### src/rtl/s_seg_pkg.sv
// Shared constants for the seven-segment scanner: glyph table, blank pattern
// and counter-width helper.
package s_seg_pkg;

    localparam logic [6:0] SEG_OFF = 7'h7F;

    // Active-low {g,f,e,d,c,b,a} glyphs for hex digits 0..F.
    localparam logic [6:0] GLYPH_TBL [16] = '{
        7'b1000000, 7'b1111001, 7'b0100100, 7'b0110000,
        7'b0011001, 7'b0010010, 7'b0000010, 7'b1111000,
        7'b0000000, 7'b0010000, 7'b0001000, 7'b0000011,
        7'b1000110, 7'b0100001, 7'b0000110, 7'b0001110
    };

    function automatic int cnt_bits(input int n);
        return (n <= 1) ? 1 : $clog2(n);
    endfunction

endpackage

### src/rtl/s_seg_scan_glyph.sv
// Combinational hex nibble to active-low seven-segment glyph.
module seg_glyph
    import s_seg_pkg::*;
(
    input  logic [3:0] nib_i,
    output logic [6:0] glyph_o
);

    assign glyph_o = GLYPH_TBL[nib_i];

endmodule

### src/rtl/s_seg_scan.sv
// Time-multiplexed seven-segment driver: prescaled digit scan with shadowed
// value/dp, leading-zero suppression and per-digit blinking.
module s_seg_scan
    import s_seg_pkg::*;
#(
    parameter int DIGITS       = 4,
    parameter int DIV          = 50000,
    parameter int BLINK_FRAMES = 64,
    parameter int ACTIVE_LOW   = 1
) (
    input  logic                  clk,
    input  logic                  rst,
    input  logic [4*DIGITS-1:0]   value,
    input  logic [DIGITS-1:0]     dp_in,
    input  logic                  load,
    input  logic                  lz_en,
    input  logic [DIGITS-1:0]     blink_en,
    output logic [6:0]            seg,
    output logic                  dp_out,
    output logic [DIGITS-1:0]     an,
    output logic                  frame
);

    localparam int IW = cnt_bits(DIGITS);
    localparam int PW = cnt_bits(DIV);
    localparam int BW = cnt_bits(BLINK_FRAMES);
    localparam logic [IW-1:0] IDX_MAX   = IW'(DIGITS - 1);
    localparam logic [PW-1:0] PRESC_MAX = PW'(DIV - 1);
    localparam logic [BW-1:0] BLINK_MAX = BW'(BLINK_FRAMES - 1);
    localparam logic          POL       = (ACTIVE_LOW != 0);

    logic [PW-1:0]         presc_q, presc_d;
    logic [IW-1:0]         idx_q, idx_d;
    logic [BW-1:0]         bcnt_q, bcnt_d;
    logic                  phase_q, phase_d;
    logic [4*DIGITS-1:0]   val_q, val_d;
    logic [DIGITS-1:0]     dpsh_q, dpsh_d;
    logic [6:0]            seg_q, seg_d;
    logic                  dp_q, dp_d;
    logic [DIGITS-1:0]     an_q, an_d;
    logic                  frame_q, frame_d;

    logic                  tick, wrap;
    logic [3:0]            nib;
    logic [6:0]            glyph;
    logic [DIGITS-1:0]     lz_blank, an_act;
    logic                  above_zero, sel_dp, sel_blink, sel_lz, blank;
    logic [6:0]            seg_l;
    logic                  dp_l;

    always_comb begin
        tick    = (presc_q == PRESC_MAX);
        wrap    = tick && (idx_q == IDX_MAX);
        presc_d = tick ? '0 : presc_q + 1'b1;
        idx_d   = idx_q;
        if (tick) idx_d = (idx_q == IDX_MAX) ? '0 : idx_q + 1'b1;
        bcnt_d  = bcnt_q;
        phase_d = phase_q;
        if (wrap) begin
            if (bcnt_q == BLINK_MAX) begin
                bcnt_d  = '0;
                phase_d = ~phase_q;
            end else begin
                bcnt_d  = bcnt_q + 1'b1;
            end
        end
        frame_d = wrap;
        val_d   = load ? value : val_q;
        dpsh_d  = load ? dp_in : dpsh_q;
    end

    // A digit is a leading zero when it and every more significant digit are zero.
    always_comb begin
        lz_blank   = '0;
        above_zero = 1'b1;
        for (int i = DIGITS - 1; i >= 0; i--) begin
            above_zero  = above_zero && (val_q[4*i +: 4] == 4'h0);
            lz_blank[i] = lz_en && (i > 0) && above_zero;
        end
        nib       = '0;
        sel_dp    = 1'b0;
        sel_blink = 1'b0;
        sel_lz    = 1'b0;
        for (int i = 0; i < DIGITS; i++) begin
            if (idx_q == IW'(i)) begin
                nib       = val_q[4*i +: 4];
                sel_dp    = dpsh_q[i];
                sel_blink = blink_en[i];
                sel_lz    = lz_blank[i];
            end
        end
        blank = (sel_blink && phase_q) || sel_lz;
    end

    seg_glyph u_glyph (
        .nib_i   (nib),
        .glyph_o (glyph)
    );

    always_comb begin
        an_act = '0;
        for (int i = 0; i < DIGITS; i++) an_act[i] = !blank && (idx_q == IW'(i));
        seg_l = blank ? SEG_OFF : glyph;
        dp_l  = blank ? 1'b1 : ~sel_dp;
        seg_d = POL ? seg_l : ~seg_l;
        dp_d  = POL ? dp_l : ~dp_l;
        an_d  = POL ? ~an_act : an_act;
    end

    always_ff @(posedge clk or posedge rst) begin
        if (rst) begin
            presc_q <= '0;
            idx_q   <= '0;
            bcnt_q  <= '0;
            phase_q <= 1'b0;
            val_q   <= '0;
            dpsh_q  <= '0;
            seg_q   <= {7{POL}};
            dp_q    <= POL;
            an_q    <= {DIGITS{POL}};
            frame_q <= 1'b0;
        end else begin
            presc_q <= presc_d;
            idx_q   <= idx_d;
            bcnt_q  <= bcnt_d;
            phase_q <= phase_d;
            val_q   <= val_d;
            dpsh_q  <= dpsh_d;
            seg_q   <= seg_d;
            dp_q    <= dp_d;
            an_q    <= an_d;
            frame_q <= frame_d;
        end
    end

    assign seg    = seg_q;
    assign dp_out = dp_q;
    assign an     = an_q;
    assign frame  = frame_q;

endmodule

### config.mk
export PLATFORM = sky130hd
export DESIGN_NAME = s_seg_scan
export DESIGN_NICKNAME = d
export VERILOG_FILES = /design/src/rtl/s_seg_pkg.sv /design/src/rtl/s_seg_scan_glyph.sv /design/src/rtl/s_seg_scan.sv
export SDC_FILE = /design/constraint.sdc
export NUM_CORES = 1
export LEC_CHECK = 0
export BUFFER_PORTS_ARGS = -buffer_cell sky130_fd_sc_hd__clkbuf_2
export CAP_MARGIN = 20
export CORE_MARGIN = 4
export CORE_UTILIZATION = 57
export CTS_CLUSTER_DIAMETER = 100
export DETAILED_ROUTE_END_ITERATION = 16
export HOLD_SLACK_MARGIN = 0.03
export PLACE_DENSITY = 0.91
export SYNTH_ARGS = -nofsm -noshare
export SYNTH_HDL_FRONTEND = slang
export SYNTH_SLANG_ARGS = --single-unit
### constraint.sdc
create_clock -name clk -period 3.1 [get_ports clk]
set_input_delay 0.155 -clock clk [delete_from_list [all_inputs] [get_ports clk]]
set_output_delay 0.155 -clock clk [all_outputs]
set_load 0.01 [all_outputs]
# Word-level counts from Yosys, hierarchy flattened

Memories as Yosys holds them, arrays and structs flattened.
Cells that the tools add are included.

Reduce and logical (&&, ||, !) cells: 18
Equality and inequality tests: 5
Muxes and demuxes: 22
Add/subtract/negate cells: 3
Bitwise logic cells: 4
Order comparisons: 1

Operators by type and width:

| kind                                                      | count |
|---|---|
| two-way mux 7 bit                                         | 3 |
| adder 16 x 1 -> 16 bit (second input constant)            | 1 |
| equality test 16 bit (second input constant)              | 1 |
| two-way mux 16 bit                                        | 1 |
| two-way mux 4 bit                                         | 4 |
| zero test 4 bit                                           | 3 |
| two-way mux 1 bit                                         | 12 |
| logical AND 1 bit                                         | 11 |
| adder 6 x 1 -> 6 bit (second input constant)              | 1 |
| equality test 6 bit (second input constant)               | 1 |
| two-way mux 6 bit                                         | 1 |
| greater-or-equal comparator 5 bit (second input constant) | 1 |
| inverter 4 -> 5 bit                                       | 1 |
| equality test 2 bit (second input constant)               | 2 |
| inverter 4 bit                                            | 1 |
| adder 2 x 1 -> 2 bit (second input constant)              | 1 |
| equality test 2 x 1 -> 1 bit (second input constant)      | 1 |
| zero test 2 bit                                           | 1 |
| two-way mux 2 bit                                         | 1 |
| inverter 1 bit                                            | 2 |
| AND reduction 2 bit                                       | 1 |
| zero test 1 bit                                           | 1 |
| logical OR 1 bit                                          | 1 |

Memory bits (read-only): 112
Output and inout bits: 13
Input bits: 28
Memories: 1
Flip-flop bits (word level): 58
Logic and storage cells: 64

Memory list:

| name             | words | width | read ports | clocked after memory_dff | write ports | line                  | RTL |
|---|---|---|---|---|---|---|---|
| (name not given) | 16    | 7     | 1          | 0                        | 0           | s_seg_scan_glyph.sv:9 | `assign glyph_o = GLYPH_TBL[nib_i];` |

# Longest topological paths before layout

Depth after elaboration: 11
Mapped depth: 11
Mapped depth without buffers: 10

# By module

A second synthesis with hierarchy kept.

Cell total of the unflattened synthesis: 258
Area total of the unflattened synthesis: 2901.5 sq um

By module, submodules not included:

| module     | cells an instance | seq. area each (sq um) | area an instance (sq um) | times used |
|---|---|---|---|---|
| s_seg_scan | 223               | 1466.4                 | 2653.8                   | 1 |
| seg_glyph  | 35                | 0.0                    | 247.7                    | 1 |

# Worst setup path after synthesis

Ideal clock, no wire load.

Path kind: register to register
From: reg idx_q[0]
To: reg seg_q[0], in the netlist seg[0]
Path buffers: 1
Data arrival time: 2.188 ns
Setup slack: 0.814 ns
Period minus slack after synthesis: 2.286 ns
Required time: 3.002 ns
Cell stages (with the launch flop): 11
Path through: dfrtp_1 -> inv_1 -> ha_1 -> clkbuf_1 -> nor3b_1 -> a221o_1 -> inv_1 -> ha_1 -> or3_1 -> o21ai_0 -> o21ai_0

Longest elaborated chain between the ends: 10
Elaborated cells on any way between the ends: 22

Ends and longest elaborated chain:

| item                                                  | line                  | RTL |
|---|---|---|
| from (decl)                                           | s_seg_scan.sv:33      | `logic [IW-1:0] idx_q, idx_d;` |
| from (signal assigned)                                | s_seg_scan.sv:124     | `idx_q <= idx_d;` |
| zero test 2 bit                                       | s_seg_scan.sv:85      | `if (idx_q == IW'(i)) begin` |
| two-way mux 4 bit (4 in series)                       | s_seg_scan.sv:85      |  |
| inverter 4 -> 5 bit (not written as such)             | s_seg_scan_glyph.sv:9 |  |
| memory (16 x 7 bit)                                   | -                     |  |
| two-way mux 7 bit (not written as such) (2 in series) | s_seg_scan_glyph.sv:9 |  |
| two-way mux 7 bit (*)                                 | s_seg_scan.sv:103     | `seg_l = blank ? SEG_OFF : glyph;` |
| net seg_d[0]                                          | s_seg_scan.sv:38      | `logic [6:0] seg_q, seg_d;` |
| to (signal assigned)                                  | s_seg_scan.sv:118     | `seg_q <= {7{POL}};` |
| to (signal assigned)                                  | s_seg_scan.sv:129     | `seg_q <= seg_d;` |
| to (decl)                                             | s_seg_scan.sv:38      |  |

Mark *: on every way through the listed nets, which the timed path passes. The rest lies on a longest branch. The select of a mux whose other input is x is not followed.
A chain may end at the register's enable or synchronous reset.

# Worst setup path after layout

Same ends and word-level chain as after synthesis.

==> results_dict.tcl <==
set metrics [dict create \
    syn_area_per_cell_um2 10.8 \
    drt.antenna.violating_nets 0 \
    gp_congestion 0.908 \
    detailroute.via_count 2063 \
    setup.worst_path.class "flop to flop" \
    synth_top_area_share 0.408 \
    htree_levels 3 \
    async_flop_share 1.00 \
    fp-row-count 25 \
    worst_hold_path_type "primary input to flop" \
    cp.depth 9 \
    area_growth_syn_to_layout_pct 19.3 \
    post-place-cells 363 \
    globalRouteOverflowTotal 0 \
    seq_total_area_yosys 0.520 \
    power.static_leakage_nw 1.57 \
    synth_fp_nets 302 \
    post_synth_inst_count 262 \
    synth_area_leader_cell "sky130_fd_sc_hd__dfrtp_1" \
    synth_enable_flop_cells 0 \
    hold_depth 3 \
    drt-initial-drc-count 88 \
    grt_setup_unrepaired "false" \
    post-route-period-util 0.822 \
    tritoncts "done" \
    top_cell_family_by_delay_on_the_critical_path "adder cells" \
    clk_root_buffer_cell "sky130_fd_sc_hd__clkbuf_8" \
    max-clock-path-buffers 2 \
    r2r-start "idx_q[0]$_DFFE_PP0N_" \
    avgViaCountPerCell 5.37 \
    netlist_top_cells_count "46 x sky130_fd_sc_hd__dfrtp_1, 33 x sky130_fd_sc_hd__nand2_1, 17 x sky130_fd_sc_hd__mux2_2, 17 x sky130_fd_sc_hd__nor2_1" \
    critical_path.reg2reg.endpoint "seg[0]$_DFF_PP1_" \
    worst_pin_slew_ps 638 \
    peakVddDrop_v 0.000403 \
    worst-path-buf-inv 2 \
    post_cts_hold_buffer_count 3 \
    grt_start_max_net_pins 50 \
    cp-end-kind "flop" \
    stdcell_count 384 \
    top_level_ports 41 \
    min_from "value[15]" \
    cts.repair_timing.setup_buffer_count 0 \
    wl_per_cell_um 14.7 \
    worst_ep_required_time_ps 3340 \
    run_status "finished clean" \
    postLayoutCoreUtil 0.708 \
    critical_path.startpoint "idx_q[0]$_DFFE_PP0N_" \
    clk_pin_slew_worst_paths_ps 60 \
    r2r_cells 9 \
    cts-buffers-inserted 9 \
    placement.io_buffers 40 \
    critical-path-slowest-cell "sky130_fd_sc_hd__dfrtp_1" \
    worst-r2r-setup-slack_ps 550 \
    synth.area.top_cells "sky130_fd_sc_hd__dfrtp_1 41%, sky130_fd_sc_hd__dfstp_2 11%, sky130_fd_sc_hd__mux2_2 6.8%" \
    dp_hpwl_mm 3.96 \
    hold_path_end "val_q[15]$_DFFE_PP0P_" \
    post_cts_resized 0 \
    post_synth_num_cell_types 44 \
    initial_core_util 0.593 \
    fp.dieW_um 78.4 \
    timing.setup.tns_ps 0 \
    critical_path.cell_chain "inv_1 > ha_1 > nor3b_1 > a221o_1 > inv_1 > ha_1 > or3_1 > o21ai_0 > o21ai_0" \
    ys.flop_type "sky130_fd_sc_hd__dfrtp_1" \
    slew-limit-headroom 0.571 \
    critical_path.max_fanout 14 \
    wl_mm 5.63 \
    grt_antenna_before_repair 0 \
    tritoncts_num_sinks 58 \
    drv_slew 0 \
    setup_viol 0 \
    design.core.area_mm2 0.00475 \
    timing.max_cap.violations 0 \
    antenna-diode-count 0 \
    grt_first_pass_wirelength_mm 9.60 \
    critPathLaunchType "flop" \
    drc_errors 0 \
    synth_seq_cells 58 \
    final.min_clock_period_ps 2550 \
    ys.warnings.count 0 \
    first_pass_iters 4 \
    crit_path_arrival_time_ps 2790 \
    clock_insertion_delay_worst_skew_ps 330 \
    final_layout_size_suffix_gt1_frac 0.303 \
    post-synth-top-count-cell "sky130_fd_sc_hd__dfrtp_1" \
    nets 352 \
    syn_area_mm2 0.00282 \
    fin_skew_ps 5.93 \
    power.density_cell_area_mw_per_mm2 503 \
    worst_path_largest_cell_delay_ps 420 \
    grt_pass1_vias 2047 \
    dieArea_mm2 0.00614 \
    die_y_um 78.4 \
    final-hold-violation-count 0 \
    globalRouteTotalUtil 0.204 \
    fmaxAchievable_mhz 392 \
]
==> worst min-delay path, delay by kind of cell <==
family | cells | cell delay (ps)
compound gates | 1 | 60
simple gates | 1 | 50
buf+inv | 1 | 70
==> where the power goes <==
group / leakage [nW] / total, mW / internal (mW) / switching, mW
logic: 0.759 / 0.184 / 0.0861 / 0.0976
registers: 0.710 / 0.836 / 0.812 / 0.0238
clock network: 0.106 / 0.674 / 0.398 / 0.275
==> logic make-up (layout without fill, tap and decap cells) <==
| logic type | after synthesis | after routing | share of synthesized area |
|---|---|---|---|
| DFF | 58 | 58 | 0.520 |
| and+or+nand+nor | 93 | 93 | 0.172 |
| buffers and inverters | 23 | 78 | 0.0324 |
| muxes | 21 | 21 | 0.0820 |
| xor gates and xnor gates | 17 | 17 | 0.0528 |
| adders and majority gates | 12 | 12 | 0.0532 |
| AOI/OAI and AO/OA | 38 | 38 | 0.0878 |
==> cells in the final DEF, fill, tap and decap left out, types with 2 or more instances in the layout <==
cell	instances
sky130_fd_sc_hd__ha_1	12
sky130_fd_sc_hd__clkbuf_2	40
sky130_fd_sc_hd__dfstp_2	12
sky130_fd_sc_hd__dfrtp_1	46
sky130_fd_sc_hd__clkbuf_8	14
sky130_fd_sc_hd__a221oi_1	2
sky130_fd_sc_hd__mux2i_1	4
sky130_fd_sc_hd__nand3b_1	4
sky130_fd_sc_hd__a221o_1	2
sky130_fd_sc_hd__and3_1	3
sky130_fd_sc_hd__nor3_1	3
sky130_fd_sc_hd__xnor2_1	11
sky130_fd_sc_hd__o21ai_0	12
sky130_fd_sc_hd__xor2_1	6
sky130_fd_sc_hd__o211ai_1	4
sky130_fd_sc_hd__nor4_1	4
sky130_fd_sc_hd__nor2_1	17
sky130_fd_sc_hd__dlygate4sd3_1	4
sky130_fd_sc_hd__a211oi_1	3
sky130_fd_sc_hd__a21o_1	2
sky130_fd_sc_hd__mux2_2	17
sky130_fd_sc_hd__nand2_1	33
sky130_fd_sc_hd__nand4_1	2
sky130_fd_sc_hd__nand3_1	12
sky130_fd_sc_hd__buf_4	5
sky130_fd_sc_hd__nor3b_1	4
sky130_fd_sc_hd__a21oi_1	7
sky130_fd_sc_hd__clkinv_2	2
sky130_fd_sc_hd__inv_1	10
==> layout make-up <==
type / instances / area [µm²]
Sequential cell: 58 / 1470
Fill cell: 355 / 1390
Multi-Input combinational cell: 181 / 1260
Timing Repair Buffer: 50 / 305
Clock buffer: 15 / 196
Tap cell: 67 / 83.8
Inverter: 12 / 46.3
Clock inverter: 1 / 5.00
==> sequential cells by signal, summed over array words and instances (netlist names), 2 cells and up <==
name     flops
val_q       16
presc_q     16
idx_q        2
dpsh_q       4
an           4
bcnt_q       6
seg          7
==> metal layers <==
metal | routed length [µm] | track usage
met5 | 0 | 0
met4 | 138 | 0.114
met3 | 239 | 0.0493
met2 | 2690 | 0.318
met1 | 2560 | 0.261
==> through the flow <==
stage,power (mW),worst slack [ps],cell area [µm²],hold WS [ps]
2_1_floorplan,0.956,814,2820,276
3_3_place_gp,1.01,828,3100,362
3_5_place_dp,1.02,623,3100,374
4_1_cts,1.70,607,3330,30.9
5_1_grt,1.78,363,3370,44.3
6_report,1.69,552,3370,43.9
==> worst max-delay path by stage <==
| stage | end | slack (ps) |
|---|---|---|
| CTS | seg[0]$_DFF_PP1_ | 610 |
| detailed placement | seg[0]$_DFF_PP1_ | 620 |
| finish | seg[0]$_DFF_PP1_ | 550 |
| global route | seg[0]$_DFF_PP1_ | 360 |
| global placement | seg[0]$_DFF_PP1_ | 830 |
| floorplan | seg[0]$_DFF_PP1_ | 810 |
No activity file was read; power rests on OpenSTA's default activity.
